<file path="src/rtl/hack_alu_pkg.sv">
// rtl/hack_alu_pkg.sv - shared width, control-word type and Hack ALU encodings
package hack_alu_pkg;

  localparam int HACK_WIDTH = 16;

  typedef struct packed {
    logic zx;
    logic nx;
    logic zy;
    logic ny;
    logic f;
    logic no;
  } alu_ctrl_t;

  localparam alu_ctrl_t ALU_ZERO    = 6'b101010;
  localparam alu_ctrl_t ALU_ONE     = 6'b111111;
  localparam alu_ctrl_t ALU_NEGONE  = 6'b111010;
  localparam alu_ctrl_t ALU_X       = 6'b001100;
  localparam alu_ctrl_t ALU_Y       = 6'b110000;
  localparam alu_ctrl_t ALU_NOTX    = 6'b001101;
  localparam alu_ctrl_t ALU_NOTY    = 6'b110001;
  localparam alu_ctrl_t ALU_NEGX    = 6'b001111;
  localparam alu_ctrl_t ALU_NEGY    = 6'b110011;
  localparam alu_ctrl_t ALU_XPLUS1  = 6'b011111;
  localparam alu_ctrl_t ALU_YPLUS1  = 6'b110111;
  localparam alu_ctrl_t ALU_XMINUS1 = 6'b001110;
  localparam alu_ctrl_t ALU_YMINUS1 = 6'b110010;
  localparam alu_ctrl_t ALU_XPLUSY  = 6'b000010;
  localparam alu_ctrl_t ALU_XMINUSY = 6'b010011;
  localparam alu_ctrl_t ALU_YMINUSX = 6'b000111;
  localparam alu_ctrl_t ALU_XANDY   = 6'b000000;
  localparam alu_ctrl_t ALU_XORY    = 6'b010101;

endpackage

</file>
<file path="src/rtl/hack_alu_core.sv">
// rtl/hack_alu_core.sv - combinational Hack ALU datapath (zero/negate, add/and, negate)
module hack_alu_core
  import hack_alu_pkg::*;
#(
  parameter int WIDTH = HACK_WIDTH
) (
  input  logic [WIDTH-1:0] x,
  input  logic [WIDTH-1:0] y,
  input  alu_ctrl_t        ctrl,
  output logic [WIDTH-1:0] o
);

  logic [WIDTH-1:0] w_x1;
  logic [WIDTH-1:0] w_x2;
  logic [WIDTH-1:0] w_y1;
  logic [WIDTH-1:0] w_y2;
  logic [WIDTH-1:0] w_r;

  assign w_x1 = ctrl.zx ? '0 : x;
  assign w_x2 = ctrl.nx ? ~w_x1 : w_x1;
  assign w_y1 = ctrl.zy ? '0 : y;
  assign w_y2 = ctrl.ny ? ~w_y1 : w_y1;

  // Sum truncates to WIDTH bits; the carry out is intentionally dropped.
  assign w_r = ctrl.f ? (w_x2 + w_y2) : (w_x2 & w_y2);
  assign o   = ctrl.no ? ~w_r : w_r;

endmodule

</file>
<file path="src/rtl/hack_alu.sv">
// rtl/hack_alu.sv - Hack ALU with one-cycle registered result, flags and valid
module hack_alu
  import hack_alu_pkg::*;
#(
  parameter int WIDTH = HACK_WIDTH
) (
  input  logic             clk,
  input  logic             rst_n,
  input  logic             in_valid,
  input  logic [WIDTH-1:0] x,
  input  logic [WIDTH-1:0] y,
  input  logic             zx,
  input  logic             nx,
  input  logic             zy,
  input  logic             ny,
  input  logic             f,
  input  logic             no,
  output logic             out_valid,
  output logic [WIDTH-1:0] out,
  output logic             zr,
  output logic             ng
);

  alu_ctrl_t        w_ctrl;
  logic [WIDTH-1:0] w_o;

  logic             r_valid;
  logic [WIDTH-1:0] r_out;
  logic             r_zr;
  logic             r_ng;

  assign w_ctrl = '{zx: zx, nx: nx, zy: zy, ny: ny, f: f, no: no};

  hack_alu_core #(
    .WIDTH(WIDTH)
  ) u_core (
    .x    (x),
    .y    (y),
    .ctrl (w_ctrl),
    .o    (w_o)
  );

  // Flags come from the same combinational result that is captured, so they
  // can never disagree with the registered out.
  always_ff @(posedge clk or negedge rst_n) begin
    if (!rst_n) begin
      r_valid <= 1'b0;
      r_out   <= '0;
      r_zr    <= 1'b1;
      r_ng    <= 1'b0;
    end else begin
      r_valid <= in_valid;
      if (in_valid) begin
        r_out <= w_o;
        r_zr  <= (w_o == '0);
        r_ng  <= w_o[WIDTH-1];
      end
    end
  end

  assign out_valid = r_valid;
  assign out       = r_out;
  assign zr        = r_zr;
  assign ng        = r_ng;

endmodule

</file>
<file path="config.mk">
export PLATFORM = sky130hd
export DESIGN_NAME = hack_alu
export DESIGN_NICKNAME = d
export VERILOG_FILES = /design/src/rtl/hack_alu_pkg.sv /design/src/rtl/hack_alu_core.sv /design/src/rtl/hack_alu.sv
export SDC_FILE = /design/constraint.sdc
export NUM_CORES = 1
export LEC_CHECK = 0
export ABC_CLOCK_PERIOD_IN_PS = 1400
export BUFFER_PORTS_ARGS = -buffer_cell sky130_fd_sc_hd__buf_2
export CORE_UTILIZATION = 38
export DETAILED_ROUTE_END_ITERATION = 8
export HOLD_SLACK_MARGIN = 0.02
export SLEW_MARGIN = 20
export SYNTH_ARGS = -nofsm -noshare
export SYNTH_HDL_FRONTEND = slang
export SYNTH_SLANG_ARGS = --single-unit
</file>
<file path="constraint.sdc">
create_clock -name clk -period 1.4 [get_ports clk]
set_clock_uncertainty 0.2 [all_clocks]
set_input_delay 0.28 -clock clk [delete_from_list [all_inputs] [get_ports clk]]
set_output_delay 0.28 -clock clk [all_outputs]
set_load 0.05 [all_outputs]
</file>
Word level (Yosys, flattened, before mapping)
Index checks and enable logic that the tools add are counted.
{ "word_totals": {"ff_bits": 19, "latch_bits": 0, "mem_bits_rw": 0, "romBits": 0, "input_bits": 41, "out_inout_bits": 19, "memories": 0} }
{ "classes": {"addsub": 1, "multipliers": 0, "div": 0, "order_cmp": 0, "n_eq_ne": 0, "shifts": 0, "mux": 6, "bitwise_logic": 4, "n_reduce_logical": 1} }
{ "op_table": {"columns": ["cell", "count"], "rows": [
  ["$mux 16", 6],
  ["$not 16->16", 3],
  ["$add 16x16->16", 1],
  ["$and 16x16->16", 1],
  ["$logic_not 16->1", 1]
]} }

Logic depth before layout (Yosys ltp)
Gate-level depths: netlist of run 1.
{ "depth": {"ltp_word": 8, "mapped_depth": 12, "mapped_depth_nobuf": 12} }

By module
From an unflattened synthesis of run 1, not the netlist that was laid out.
{ "hier_totals": {"hier_cells": 257, "area_unflattened_um2": 2386.0} }
{ "modules_own_cells": {"columns": ["module", "instances", "cells_each", "area_per_inst_um2", "seq_area_each_um2"], "rows": [
  ["hack_alu_core", 1, 212, 1667.8, 0.0],
  ["hack_alu", 1, 45, 718.2, 451.7]
]} }

Worst setup path after synthesis of run 1
No wires, ideal clock.
{ "synth_path": {"path_kind": "input -> register", "from": "input ny", "to": "register r_zr (netlist: zr)", "arrival_ns": 3.585, "slack_ns": -2.482, "cell_stages": 12, "n_path_buf": 2, "path_cell_list": "clkbuf_1 > clkbuf_1 > xnor2_1 > ha_1 > a211oi_2 > o211ai_2 > a2111o_1 > nand4_1 > mux2_4 > a2111oi_4 > mux2i_1 > o41ai_2"} }
{ "synth_via": {"elab_chain_cells": 6, "word_cells_on_any_way": 7} }
{ "synth_lines": {"columns": ["element", "line_no", "rtl"], "rows": [
  ["start: declaration", "hack_alu.sv:15", "input logic ny,"],
  ["$mux 16 *", "hack_alu_core.sv:22", "assign w_y2 = ctrl.ny ? ~w_y1 : w_y1;"],
  ["$add 16x16->16 / $and 16x16->16 (equally long branches)", "hack_alu_core.sv:25", "assign w_r = ctrl.f ? (w_x2 + w_y2) : (w_x2 & w_y2);"],
  ["$mux 16 *", "hack_alu_core.sv:25", null],
  ["$not 16->16", "hack_alu_core.sv:26", "assign o = ctrl.no ? ~w_r : w_r;"],
  ["$mux 16 *", "hack_alu_core.sv:26", null],
  ["$logic_not 16->1 *", "hack_alu.sv:55", "r_zr <= (w_o == '0);"],
  ["end signal: assignment", "hack_alu.sv:55", null],
  ["end: declaration", "hack_alu.sv:29", "logic r_zr;"]
]} }
Mark *: on every way between the ends. The rest lies on a longest branch, timed or not.
A chain may end at the register's enable or synchronous reset.

Worst setup path in the final report of run 1
Ends and elaborated chain as after synthesis.

==> results.py, run 1 <==
metrics = {
    "status": {
        "status": "finished, violations left",
        "violations": "setup timing",
    },
    "yosys": {
        "syn-instance-count": 270,
        "synth.top_cell.area_share": 0.188,
        "avgSynthCellArea_um2": 9.14,
        "synth_edf_count": 0,
        "synth_nets": 328,
        "synthesis.area_mm2": 0.00247,
        "synth_common_cells": "xnor2_1, nand2b_1, dfrtp_1, ha_1, mux2_2",
        "synth_seq_cells": 18,
        "synth_cell_types": 64,
        "synth-seq-area-share": 0.183,
        "synth_top_cell_by_area": "xnor2_1",
        "yosys-top-cells-area": "xnor2_1, dfrtp_1, ha_1",
        "synth_flop_cell": "dfrtp_1",
        "yosys_warnings": 0,
        "synth_most_common_cell": "xnor2_1",
        "synthArstFlopShare": 1.00,
    },
    "min_path": {
        "hold_class": "in2reg",
    },
    "floorplan": {
        "boundaryPins": 60,
        "start_util": 0.391,
        "fp.dieW_um": 82.6,
        "core.rowCount": 29,
        "die_area_mm2": 0.00682,
        "die_h_um": 82.6,
        "coreArea_mm2": 0.00631,
    },
    "power_and_ir_drop": {
        "power_density_mw_per_mm2": 1120,
        "peakVddDrop_mv": 1.02,
        "p_leak_nw": 1.82,
        "total_power_mw": 4.42,
    },
    "critical_path": {
        "critPathRequiredTime_ns": 1.35,
        "endpoint_kind": "flip-flop",
        "path_class": "in2reg",
        "cp_max_fo": 3,
        "worstSetupStartpointType": "input port",
        "worstPathArrival_ns": 3.02,
    },
    "placed_design": {
        "hpwl_um": 4590,
        "placedInstanceArea_mm2": 0.00345,
        "gp_congestion": 0.845,
        "dp_worst_setup_slack_ns": -2.07,
        "numPortBuffers": 59,
    },
    "detailed_routing": {
        "wl_per_cell_um": 11.9,
        "dr_total_vias": 2339,
        "post_drt_via_cell_ratio": 4.91,
        "ant_nets": 0,
        "drt-pass1-iter-count": 4,
        "drt-total-wl_um": 5670,
        "drt_iter0_markers": 51,
        "drcViolationCount": 0,
    },
    "sta": {
        "rsz0062_at_grt": "true",
        "fmax_ghz": 0.326,
        "slew_headroom": 0.730,
        "tightestPinTransition_ns": 0.402,
        "fin_ws_ns": -1.67,
        "finalCriticalPeriod_ns": 3.07,
        "setup_viol": 18,
        "fin_setup_tns_ns": -19.59,
        "fin_crit_sh": 2.19,
        "hold_viol": 0,
        "slew_viol_final": 0,
    },
    "clocking": {
        "clkTransAtPathRegs_ns": 0.06,
        "clock-root-buffer": "clkbuf_8",
        "cts_tree": "built",
        "clockBufferDepth": 2,
        "cts.sinks": 18,
        "numCtsBuffers": 3,
        "clock_latency_ns": 0.25,
        "cts.htree.levels": 1,
    },
    "grt": {
        "antenna_found_initial": 0,
        "grt_pass1_vias": 2107,
        "track_usage": 0.169,
        "grt_max_degree": 21,
        "overflow": 0,
        "grt_pass1_wl_um": 9070,
    },
    "final_layout": {
        "fin_nets": 458,
        "final_area_mm2": 0.00395,
        "area_growth_pct": 60.2,
        "drive_gt1_frac": 0.571,
        "antenna_cells": 0,
        "nFillCells": 552,
    },
    "job": {
        "drv_cap": 0,
    },
}
registers in the layout, indices dropped and copies added, names as in the netlist:
signal / flops
out_valid: 1
zr: 1
out: 16
metal layers:
layer / vias to the layer above / track usage / routed length [um]
met5: - / 0 / 0
met4: 0 / 0.0466 / 42
met3: 4 / 0.00659 / 151
met2: 47 / 0.280 / 2680
met1: 1063 / 0.238 / 2790
li1: 1225 / - / -
per-stage QoR:
| stage | hold WS (ns) | utilization | std cells |
|---|---|---|---|
| finish | 0.239 | 0.626 | 476 |
| global route | 0.243 | 0.626 | 476 |
| CTS | 0.237 | 0.599 | 475 |
| detailed placement | 0.0291 | 0.546 | 466 |
| global placement | 0.0241 | 0.546 | 466 |
| floorplan | -0.216 | - | 270 |
critical path, cell delays in order:
cell       delay [ns]
buf_12           0.11
buf_8            0.13
xnor2_4          0.21
ha_4             0.24
a211oi_4         0.28
o211ai_2         0.14
a2111o_1         0.42
nand4_1          0.14
mux2_4           0.34
a2111oi_4        0.28
mux2i_1          0.13
o41ai_2          0.33
final timing paths:
path,slack [ns],from,depth (start not counted),endpoint
worst max register to register,0.19,zr$_DFFE_PN1P_,2,zr$_DFFE_PN1P_
worst min-delay path,0.24,in_valid,2,out_valid$_DFF_PN0_
max in group asynchronous,0.38,rst_n,2,zr$_DFFE_PN1P_
min in group asynchronous,0.30,rst_n,2,out[12]$_DFFE_PN0P_
worst min register to register,0.30,out[1]$_DFFE_PN0P_,1,out[1]$_DFFE_PN0P_
worst max-delay path,-1.67,ny,12,zr$_DFFE_PN1P_
layout make-up:
cell class | count | area (um2) | share of cell area
Multi-Input combinational cell | 229 | 2330 | 0.589
Timing Repair Buffer | 140 | 1000 | 0.253
Sequential cell | 18 | 452 | 0.114
Tap cell | 77 | 96.3 | 0.0244
Clock buffer | 4 | 45.0 | 0.0114
Inverter | 8 | 30.0 | 0.00759
logic make-up after synthesis:
family	synth area share
XOR/XNOR	0.192
AND/OR/NAND/NOR	0.194
multiplexers	0.107
buffers and inverters	0.0563
adder cells (fa/ha/maj)	0.0892
AO/OA/AOI/OAI	0.179
flip-flops	0.183
placed cells by master, fill, tap and decap left out, types with 5 or more instances in the layout:
cell type and instances:
buf_4 70, ha_1 13, buf_2 53, inv_1 8, xnor2_2 10, nand2b_1 26, o21ai_1 5, xnor2_1 39
mux2i_1 5, nand2b_4 6, buf_6 10, a21oi_2 8, dfrtp_1 17, nor2_1 7, mux2_4 14
timing repair:
item | in CTS | in global routing
gates resized for setup | 54 | 38
buffers inserted | 7 | 5
pin swaps | 32 | 35
endpoints found under the hold margin | 17 | 0
hold buffers | 1 | 0
endpoints found under the setup margin | 18 | 19
report_power, final:
part	leakage (nW)	total, mW	internal (mW)	switching [mW]
sequential	0.209	0.761	0.677	0.0837
combinational	1.59	3.30	1.58	1.72
clock	0.0228	0.362	0.202	0.161
total	1.82	4.42	2.46	1.96
Note: power is estimated with default switching activity, not from simulation.
==> run 2: changes to the inputs <==
CTS_CLUSTER_DIAMETER = 200   (was not set)
SYNTH_HIERARCHICAL = 1   (was not set)
==> run 2 against run 1 <==
Clock power increased by 15%. Critical endpoint unchanged. Power is 3.5% higher. Synthesized cell count is 4.8% lower. Area after synthesis shrank 3.3%. Sequential power is 1% higher. Highest routed layer unchanged. The flow still finishes with violations (setup timing). Critical path type unchanged. Critical path depth is 3 higher. Sequential cell count stayed put.
==> results.py, run 2 <==
metrics = {
    "critical_path": {
        "critPathSlowestCell": "fa_2",
        "reg2reg_setup_slack_ns": 0.40,
        "reg2regPathDepth": 2,
        "worstSetupStartpointType": "input port",
        "path_depth": 15,
        "crit_family": "compound AO/OA/AOI/OAI gates",
        "cp_max_fo": 6,
        "path_class": "in2reg",
        "worstPathArrival_ns": 2.95,
        "endpoint_kind": "flip-flop",
        "critPathRequiredTime_ns": 1.38,
        "worstPathCellList": "buf_8, nand2b_4, xnor2_4, buf_6, fa_2, a21o_1, a41oi_4, a2111oi_4, buf_4, o21ai_2, o31ai_2, a21oi_2, xnor2_1, or3b_1, o22ai_2",
        "timing.rr.start": "zr$_DFFE_PN1P_",
        "reg2reg_to": "zr$_DFFE_PN1P_",
        "critical_path_buf_inv_count": 3,
        "critPathMaxStageDelay_ns": 0.38,
    },
    "final_layout": {
        "layout_common_cells": "buf_4, buf_2, xnor2_1, nand2b_1, dfrtp_1",
        "final_common_cell": "buf_4",
        "largest_reg_flops": 16,
        "drive_gt1_frac": 0.589,
        "final_area_mm2": 0.00394,
        "fin_nets": 458,
        "antenna_cells": 0,
        "nFillCells": 489,
        "area_growth_pct": 65.2,
    },
    "clocking": {
        "cts.htree.levels": 1,
        "cts_tree": "built",
        "clock_latency_ns": 0.25,
        "clkTransAtPathRegs_ns": 0.06,
        "clock-root-buffer": "clkbuf_8",
        "cts.sinks": 18,
        "numCtsBuffers": 3,
        "clockBufferDepth": 2,
    },
    "yosys": {
        "yosys_warnings": 6,
        "synthArstFlopShare": 1.00,
        "synth_common_cells": "xnor2_1, nand2b_1, dfrtp_1, mux2_2, ha_1",
        "syn-instance-count": 257,
        "synth_top_cell_by_area": "xnor2_1",
        "synth-seq-area-share": 0.189,
        "synth_seq_cells": 18,
        "avgSynthCellArea_um2": 9.28,
        "synth_most_common_cell": "xnor2_1",
        "synth_cell_types": 48,
        "synth_flop_cell": "dfrtp_1",
        "synth.top_cell.area_share": 0.202,
        "synth_edf_count": 0,
        "yosys-top-cells-area": "xnor2_1, dfrtp_1, nand2b_1",
        "synthesis.area_mm2": 0.00239,
        "synth_nets": 315,
    },
    "job": {
        "drv_cap": 0,
    },
    "sta": {
        "hold_viol": 0,
        "fin_setup_tns_ns": -20.45,
        "slew_viol_final": 0,
        "fmax_ghz": 0.337,
        "setup_viol": 18,
        "rsz0062_at_grt": "true",
        "slew_headroom": 0.712,
        "finalCriticalPeriod_ns": 2.96,
        "fin_crit_sh": 2.12,
        "tightestPinTransition_ns": 0.428,
        "hold-worst-slack_ns": 0.0896,
        "fin_ws_ns": -1.56,
    },
    "detailed_routing": {
        "drt-pass1-iter-count": 4,
        "dr_total_vias": 2287,
        "drcViolationCount": 0,
        "drt-total-wl_um": 5910,
        "drt_iter0_markers": 53,
        "wl_per_cell_um": 12.5,
        "post_drt_via_cell_ratio": 4.82,
        "ant_nets": 0,
    },
    "grt": {
        "overflow": 0,
        "track_usage": 0.188,
        "grt_max_degree": 19,
        "grt_pass1_vias": 2257,
        "grt_pass1_wl_um": 9870,
        "antenna_found_initial": 0,
    },
    "floorplan": {
        "coreArea_mm2": 0.00599,
        "core.rowCount": 28,
        "boundaryPins": 60,
        "start_util": 0.398,
        "die_area_mm2": 0.00660,
        "die_h_um": 81.2,
        "fp.dieW_um": 81.2,
    },
    "power_and_ir_drop": {
        "peakVddDrop_mv": 1.04,
        "power_density_mw_per_mm2": 1160,
        "p_leak_nw": 1.81,
        "total_power_mw": 4.58,
    },
    "min_path": {
        "min_path_cells": 1,
        "whs_endpoint": "out_valid$_DFF_PN0_",
        "holdCritStartpoint": "in_valid",
        "hold_class": "in2reg",
    },
    "placed_design": {
        "gp_congestion": 0.856,
        "placedInstanceArea_mm2": 0.00335,
        "numPortBuffers": 59,
        "hpwl_um": 4650,
    },
    "status": {
        "status": "finished, violations left",
        "violations": "setup timing",
    },
}
run 2: cells by family after synthesis:
family / Yosys count / share of synthesized area
simple gates: 71 / 0.173
xor+xnor: 58 / 0.213
compound gates: 46 / 0.154
mux: 29 / 0.131
buf+inv: 18 / 0.0477
flops: 18 / 0.189
fa+ha+maj: 17 / 0.0923
run 2: stage by stage:
step | util | setup WS (ns) | std cells
2_1_floorplan | - | -1.57 | 257
3_3_place_gp | 0.560 | -1.82 | 449
3_5_place_dp | 0.560 | -1.89 | 449
4_1_cts | 0.621 | -1.53 | 468
5_1_grt | 0.658 | -1.68 | 474
6_report | 0.658 | -1.56 | 474
run 2: final cells by class:
class | instances | area (um2) | area share
Inverter | 4 | 15.0 | 0.00381
Multi-Input combinational cell | 221 | 2170 | 0.550
Clock buffer | 4 | 55.1 | 0.0140
Timing Repair Buffer | 152 | 1160 | 0.294
Tap cell | 75 | 93.8 | 0.0238
Sequential cell | 18 | 452 | 0.115
run 2: report_power, final:
part	switching (mW)	internal, mW	total (mW)
logic	1.80	1.59	3.39
registers	0.0830	0.688	0.771
clock network	0.165	0.250	0.415
run 2: worst register-to-register path, delay by kind of cell (launching register included):
kind                   cells  cell delay (ns)
buffers and inverters      1             0.05
flip-flops                 1             0.56
AO/OA/AOI/OAI              1             0.13
run 2: repair_timing:
action / in CTS / in global routing
endpoints found under the setup margin: 18 / 20
resized for setup: 45 / 37
hold buffers: 1 / 0
hold endpoints to repair: 17 / 0
pin swaps: 47 / 44
setup buffers: 14 / 6
run 2: metal layers:
metal,GRT usage,wire length (um)
met1,0.236,2750
met2,0.348,2950
met3,0.0101,140
met4,0.0446,60
met5,0,0
run 2: worst max path at each step:
stage	slack, ns	to	from
2_1_floorplan	-1.57	zr$_DFFE_PN1P_	ny
3_3_place_gp	-1.82	zr$_DFFE_PN1P_	zx
3_5_place_dp	-1.89	zr$_DFFE_PN1P_	zx
4_1_cts	-1.53	zr$_DFFE_PN1P_	zy
5_1_grt	-1.68	zr$_DFFE_PN1P_	zx
6_report	-1.56	zr$_DFFE_PN1P_	zx
==> run 3: changes to the inputs <==
CORE_UTILIZATION = 45   (was 38)
PLACE_DENSITY = 0.69   (was not set)
==> run 3 against run 2 <==
The flow still finishes with violations (setup timing). Largest cell class unchanged. Register-to-register slack got worse by 0.08 ns. Maximum frequency fell by 6.0%. Routed wire length rose by 23%.
==> results.py, run 3 (synthesized netlist as in run 2, its figures left out) <==
metrics = {
    "status": {
        "status": "finished, violations left",
        "violations": "setup timing",
    },
    "final_layout": {
        "final_cells": 468,
        "area_growth_pct": 68.7,
        "final_common_cell": "buf_4",
        "largest_reg_flops": 16,
        "layout_common_cells": "buf_4, buf_2, xnor2_1, nand2b_1, dfrtp_1",
        "fin_nets": 457,
        "antenna_cells": 0,
        "multiInputGateArea_mm2": 0.00227,
        "nFillCells": 309,
        "final_area_mm2": 0.00403,
        "drive_gt1_frac": 0.611,
        "seq_area_um2": 452,
    },
    "min_path": {
        "whs_endpoint": "out_valid$_DFF_PN0_",
        "holdCritStartpoint": "in_valid",
        "hold_class": "in2reg",
        "min_path_cells": 1,
    },
    "detailed_routing": {
        "drt_iter0_markers": 62,
        "ant_nets": 0,
        "routed-wl-met3_um": 276,
        "drt-met1-wl_um": 2900,
        "wl_per_cell_um": 15.6,
        "top_layer": "met4",
        "met2_length_um": 3840,
        "dr_total_vias": 2460,
        "drt-pass1-iter-count": 4,
        "drt-total-wl_um": 7290,
        "post_drt_via_cell_ratio": 5.26,
        "drcViolationCount": 0,
    },
    "clocking": {
        "numCtsBuffers": 3,
        "clock_latency_ns": 0.24,
        "cts.sinks": 18,
        "clockBufferDepth": 2,
        "clkTransAtPathRegs_ns": 0.06,
        "cts.htree.levels": 1,
        "clock-root-buffer": "clkbuf_8",
        "cts_tree": "built",
    },
    "grt": {
        "overflow": 0,
        "grt_pass1_vias": 2213,
        "track_usage": 0.213,
        "antenna_found_initial": 0,
        "grt_max_degree": 19,
        "grt_pass1_wl_um": 9400,
    },
    "floorplan": {
        "start_util": 0.467,
        "boundaryPins": 60,
        "coreArea_mm2": 0.00511,
        "die_h_um": 74.8,
        "fp.dieW_um": 74.8,
        "core.rowCount": 26,
        "die_area_mm2": 0.00560,
    },
    "critical_path": {
        "endpoint_kind": "flip-flop",
        "critical_path_buf_inv_count": 4,
        "path_class": "in2reg",
        "critPathSlowestCell": "or3b_1",
        "cp_max_fo": 6,
        "cp_common_cell": "buf_4",
        "crit_family": "compound AO/OA/AOI/OAI gates",
        "reg2regPathDepth": 3,
        "timing.rr.start": "zr$_DFFE_PN1P_",
        "reg2reg_setup_slack_ns": 0.32,
        "worstPathArrival_ns": 3.13,
        "reg2reg_to": "zr$_DFFE_PN1P_",
        "critPathRequiredTime_ns": 1.38,
        "worstPathCellList": "buf_12, nand2b_4, xnor2_1, ha_1, and2_4, buf_4, a41oi_2, buf_4, a2111oi_4, buf_4, o21ai_2, o31ai_1, a21oi_1, xnor2_1, or3b_1, o22ai_2",
        "worstSetupStartpointType": "input port",
        "critPathMaxStageDelay_ns": 0.39,
    },
    "sta": {
        "slew_headroom": 0.753,
        "fin_crit_sh": 2.25,
        "hold_viol": 0,
        "finalCriticalPeriod_ns": 3.15,
        "fin_ws_ns": -1.75,
        "rsz0062_at_grt": "true",
        "tightestPinTransition_ns": 0.367,
        "fmax_ghz": 0.317,
        "slew_viol_final": 0,
        "setup_viol": 18,
        "fin_setup_tns_ns": -23.03,
    },
    "job": {
        "drv_cap": 0,
    },
    "power_and_ir_drop": {
        "p_leak_nw": 1.89,
        "total_power_mw": 4.68,
        "power_density_mw_per_mm2": 1160,
        "peakVddDrop_mv": 0.864,
    },
    "placed_design": {
        "placedInstanceArea_mm2": 0.00330,
        "placed_cells": 438,
        "gp_congestion": 0.855,
        "hpwl_um": 4520,
        "dp_worst_setup_slack_ns": -2.01,
        "numPortBuffers": 59,
    },
}
## run 3: cell count changes in the layout (fill, tap and decap cells not counted), sizes merged
cell / before / now
clkbuf: 7 / 6
## run 3: what timing repair did
item,in CTS,in global routing
pin swaps,24,47
hold buffers,1,0
endpoints found under the hold margin,17,0
buffers inserted,11,15
endpoints found under the setup margin,18,19
gates resized for setup,37,56
## run 3: stage by stage
stage / utilization / hold slack, ns
6_report: 0.788 / 0.0730
3_5_place_dp: 0.646 / 0.0153
5_1_grt: 0.788 / 0.0656
3_3_place_gp: 0.646 / 0.0180
4_1_cts: 0.705 / 0.0627
2_1_floorplan: - / -0.216
## run 3: layout make-up
type / instances / area share
Inverter: 4 / 0.00373
Multi-Input combinational cell: 221 / 0.563
Timing Repair Buffer: 151 / 0.285
Sequential cell: 18 / 0.112
Tap cell: 70 / 0.0218
Clock buffer: 4 / 0.0137
## run 3: worst max path at each step
stage                     from              to  slack [ns]  cells past startpoint
after global routing        zy  zr$_DFFE_PN1P_       -1.91                     16
after CTS                   zx  zr$_DFFE_PN1P_       -1.59                     16
after detailed placement    zx  zr$_DFFE_PN1P_       -2.01                     15
after global placement      zx  zr$_DFFE_PN1P_       -1.81                     15
final                       zx  zr$_DFFE_PN1P_       -1.75                     16
after floorplan             ny  zr$_DFFE_PN1P_       -1.57                     14
## run 3: report_power, final
part	switching, mW	internal [mW]
Combinational	1.89	1.61
Sequential	0.0868	0.689
Clock	0.153	0.249
Total	2.13	2.55
## run 3: metal layers
| layer | vias up | track usage |
|---|---|---|
| met5 | - | 0 |
| li1 | 1180 | - |
| met4 | 0 | 0.0587 |
| met1 | 1162 | 0.257 |
| met3 | 27 | 0.0120 |
| met2 | 91 | 0.403 |
